`src/rtl/pc_gen.sv`:
```
// Fetch-stage program-counter generator: sequential fetch with valid/ready,
// decode stall, prioritised trap/branch redirects and misaligned-target faulting.
module pc_gen #(
  parameter int              XLEN       = 32,
  parameter logic [XLEN-1:0] RESET_ADDR = '0,
  parameter int              IALIGN     = 32
) (
  input  logic            clk,
  input  logic            reset,
  input  logic            stall,
  input  logic            redirect_valid,
  input  logic [XLEN-1:0] redirect_target,
  input  logic            trap_valid,
  input  logic [XLEN-1:0] trap_target,
  output logic            req_valid,
  output logic [XLEN-1:0] req_addr,
  input  logic            req_ready,
  output logic            misalign_exc,
  output logic [XLEN-1:0] misalign_addr,
  output logic [XLEN-1:0] pc
);

  typedef enum logic [1:0] {
    BOOT  = 2'd0,
    RUN   = 2'd1,
    FAULT = 2'd2
  } state_t;

  // Bits that must be zero in any legal instruction address.
  localparam logic [XLEN-1:0] LOW_BITS = (IALIGN == 16) ? XLEN'(1) : XLEN'(3);

  state_t          state, state_next;
  logic [XLEN-1:0] pc_q, pc_next;
  logic [XLEN-1:0] maddr_q, maddr_next;
  logic            exc_q, exc_next;

  logic            fire;
  logic            target_misaligned;
  logic [XLEN-1:0] trap_pc;
  logic [XLEN-1:0] seq_pc;

  assign req_valid         = (state == RUN) && !stall;
  assign fire              = req_valid && req_ready;
  assign target_misaligned = |(redirect_target & LOW_BITS);
  assign trap_pc           = trap_target & ~LOW_BITS;
  assign seq_pc            = pc_q + XLEN'(4);

  assign req_addr      = pc_q;
  assign pc            = pc_q;
  assign misalign_exc  = exc_q;
  assign misalign_addr = maddr_q;

  always_ff @(posedge clk or posedge reset) begin
    if (reset) begin
      state   <= BOOT;
      pc_q    <= RESET_ADDR;
      maddr_q <= '0;
      exc_q   <= 1'b0;
    end else begin
      state   <= state_next;
      pc_q    <= pc_next;
      maddr_q <= maddr_next;
      exc_q   <= exc_next;
    end
  end

  // Trap beats redirect beats sequential; a fire coinciding with a redirect is wrong-path.
  always_comb begin
    state_next = state;
    pc_next    = pc_q;
    maddr_next = maddr_q;
    exc_next   = 1'b0;
    case (state)
      BOOT: begin
        state_next = RUN;
        if (trap_valid) begin
          pc_next = trap_pc;
        end
      end
      RUN: begin
        if (trap_valid) begin
          pc_next = trap_pc;
        end else if (redirect_valid) begin
          if (target_misaligned) begin
            state_next = FAULT;
            exc_next   = 1'b1;
            maddr_next = redirect_target;
          end else begin
            pc_next = redirect_target;
          end
        end else if (fire) begin
          pc_next = seq_pc;
        end
      end
      FAULT: begin
        if (trap_valid) begin
          state_next = RUN;
          pc_next    = trap_pc;
        end
      end
      default: begin
        state_next = BOOT;
        pc_next    = RESET_ADDR;
      end
    endcase
  end

endmodule

```
`config.mk`:
```
export PLATFORM = sky130hd
export DESIGN_NAME = pc_gen
export DESIGN_NICKNAME = d
export VERILOG_FILES = /design/src/rtl/pc_gen.sv
export SDC_FILE = /design/constraint.sdc
export NUM_CORES = 1
export LEC_CHECK = 0
export ABC_AREA = 0
export CELL_PAD_IN_SITES_DETAIL_PLACEMENT = 1
export CELL_PAD_IN_SITES_GLOBAL_PLACEMENT = 1
export CORE_UTILIZATION = 34
export DETAILED_ROUTE_END_ITERATION = 6
export PLACE_DENSITY_LB_ADDON = 0.1
export SLEW_MARGIN = 20
export SYNTH_ARGS = -nofsm -noshare
export SYNTH_HDL_FRONTEND = slang
export SYNTH_SLANG_ARGS = --single-unit
```
`constraint.sdc`:
```
create_clock -name clk -period 4.12 [get_ports clk]
set_input_delay 1.03 -clock clk [delete_from_list [all_inputs] [get_ports clk]]
set_output_delay 1.03 -clock clk [all_outputs]
set_load 0.02 [all_outputs]
```
==> flow_summary.ini <==
[global_routing]
grt_use_total_pct = 25.7
first_global_vias = 4634
grt_antenna_before_repair = 0
grt_overflow = 0
grt_max_degree = 68
grt_pass1_wl_um = 25200

[worst_setup_path]
cp-end-kind = output port
cp-start-kind = primary input
crit_fanout = 3
worst-r2r-cell-count = 5
worstReg2RegEnd = pc[29]
r2r-start = pc[2]
r2r_slack_ns = 1.58
critPathRequiredTime_ns = 3.09
path_class = in2out
cp.arrival_ns = 2.21

[synthesis]
synth_warnings = 0
synth_top_area_share_pct = 39.5
synth-seq-cells = 67
synth.avg_cell_area_um2 = 8.40
ys.flop_type = dfrtp_1
syn_inst = 505
synth_cell_types = 68
synth_area_leaders = dfrtp_1, nand2_1, buf_4
async_flop_share_pct = 100
synth_edf_count = 0
yosysSeqAreaShare_pct = 39.5
syn-num-nets = 576
yosysMostFrequentCell = nand2_1
syn_area_mm2 = 0.00424
yosysTopAreaCell = dfrtp_1
synth_commonest_cells = nand2_1, dfrtp_1, buf_4, o21ai_0, a21oi_1

[cells_and_area]
nets = 700
final_layout_size_suffix_gt1_share_pct = 7.41
antenna_cells = 0
synthToLayoutAreaGrowth_pct = 44.3
post-route-cell-area_mm2 = 0.00612
fillers = 1431

[drt]
detail-route-antenna-nets = 0
vias_per_cell = 5.56
drt_iter0_drc = 237
wire_per_inst_um = 19.8
num_vias = 4456
drt_pass1_iterations = 4
drc = 0
finalWirelength_um = 15900

[floorplanning]
core_mm2 = 0.0121
die_h_um = 114
start_util_pct = 35.2
rows = 40
die_width_um = 114
die_area_mm2 = 0.0129
ios = 168

[placed_design]
io_buffers = 165
routabilityCongestion = 0.843
place_hpwl_um = 11500
dpl_cell_area_mm2 = 0.00580

[sta]
tns_ns = 0
finalMaxSlewViolations = 0
setup_viol = 0
min_period_over_period_pct = 78.5
fmax_mhz = 309
worst_pin_slew_ns = 0.991
skew_ns = 0.00581
whs_ns = 0.482
hold_viol = 0
min_period_ns = 3.24
max_slew_margin_pct = 33.4
rsz0062_at_grt = no

[min_path]
hold_path_end = misalign_addr[7]
min_delay_path_depth = 2
min_from = misalign_addr[7]
hold_class = reg2reg

[outcome]
status = complete, no violations

[clocking]
ctsResizeCount = 0
htreeDepth = 3
post-cts-setup-buffers = 0
clock_latency_ns = 0.33
tritoncts = built
cts_buffers = 9
clk_pin_slew_ns = 0.06
clock_path_buffers = 2
cts_sinks = 67
clockRootBuffer = clkbuf_16
postCtsHoldBufs = 0

[power_and_ir_drop]
p_per_area_mw_per_mm2 = 547
vdd_drop_max_v = 0.000234
p_leak_nw = 2.53

[flow_run]
cap_viol_max_count = 0
cell families after synthesis:
family	synth area share (%)
AO/OA/AOI/OAI	22.2
multiplexers	0.974
buffers and inverters	10.4
AND/OR/NAND/NOR	24.8
adder cells (fa/ha/maj)	0.295
XOR/XNOR	1.65
flip-flops	39.5
critical path, cell delays in order:
cell,delay (ns)
clkdlybuf4s50_1,0.45
nor2_1,0.11
clkdlybuf4s50_1,0.61
cell type report:
| class | count | area [µm²] | share of cell area (%) |
|---|---|---|---|
| Tap cell | 168 | 210 | 3.43 |
| Clock buffer | 10 | 229 | 3.74 |
| Timing Repair Buffer | 175 | 1740 | 28.4 |
| Sequential cell | 67 | 1680 | 27.4 |
| Multi-Input combinational cell | 361 | 2120 | 34.6 |
| Clock inverter | 6 | 88.8 | 1.45 |
| Inverter | 15 | 56.3 | 0.920 |
per-stage QoR:
step                setup WS (ns)  instances  util, %  power [mW]
floorplan                    1.41        505        -        1.87
global placement            0.828        786     48.1        2.49
detailed placement          0.780        786     48.1        2.52
CTS                         0.875        802     50.7        3.37
global route                0.836        802     50.7        3.53
finish                      0.884        802     50.7        3.35
per-layer routing:
| layer | wire length (µm) | share of wire, % | GRT usage, % |
|---|---|---|---|
| met4 | 420 | 2.6 | 10.4 |
| met1 | 6570 | 41 | 32.0 |
| met5 | 0 | 0 | 0 |
| met3 | 1080 | 6.8 | 5.95 |
| met2 | 7810 | 49 | 42.9 |
where the power goes:
| group | internal [mW] | switching [mW] | leakage [nW] | total [mW] |
|---|---|---|---|---|
| Combinational | 0.686 | 0.763 | 1.56 | 1.45 |
| Clock | 0.531 | 0.305 | 0.149 | 0.836 |
| Sequential | 0.831 | 0.230 | 0.815 | 1.06 |
| Total | 2.05 | 1.30 | 2.53 | 3.35 |
worst max-delay path by stage:
| stage | startpoint | end | slack, ns | depth (start not counted) |
|---|---|---|---|---|
| floorplan | reset | misalign_addr[0] | 1.41 | 1 |
| global placement | trap_valid | pc[15] | 0.83 | 9 |
| global route | stall | req_valid | 0.84 | 3 |
| finish | stall | req_valid | 0.88 | 3 |
| CTS | stall | req_valid | 0.87 | 3 |
| detailed placement | redirect_valid | pc[2] | 0.78 | 8 |
flip-flops by register name, summed over array words and instances, names as in the netlist:
signal,cells
misalign_exc,1
state,2
misalign_addr,32
pc,32
cells in the final DEF (no fill, tap or decap), drive strengths merged, types with 5 or more instances in the layout:
cell and count:
nor2b 5, nor4 6, a221oi 5, clkdlybuf4s50 165, a21oi 27, and2 5, nand3 18, o31ai 8
nor3 12, a211oi 8, nand2b 10, o21ai 28, inv 16, nor2 23, o221ai 11, nand4 13
buf 10, xnor2 5, nand2 106, a22oi 6, clkbuf 10, dfrtp 67
No activity file was read; power rests on OpenSTA's default activity.
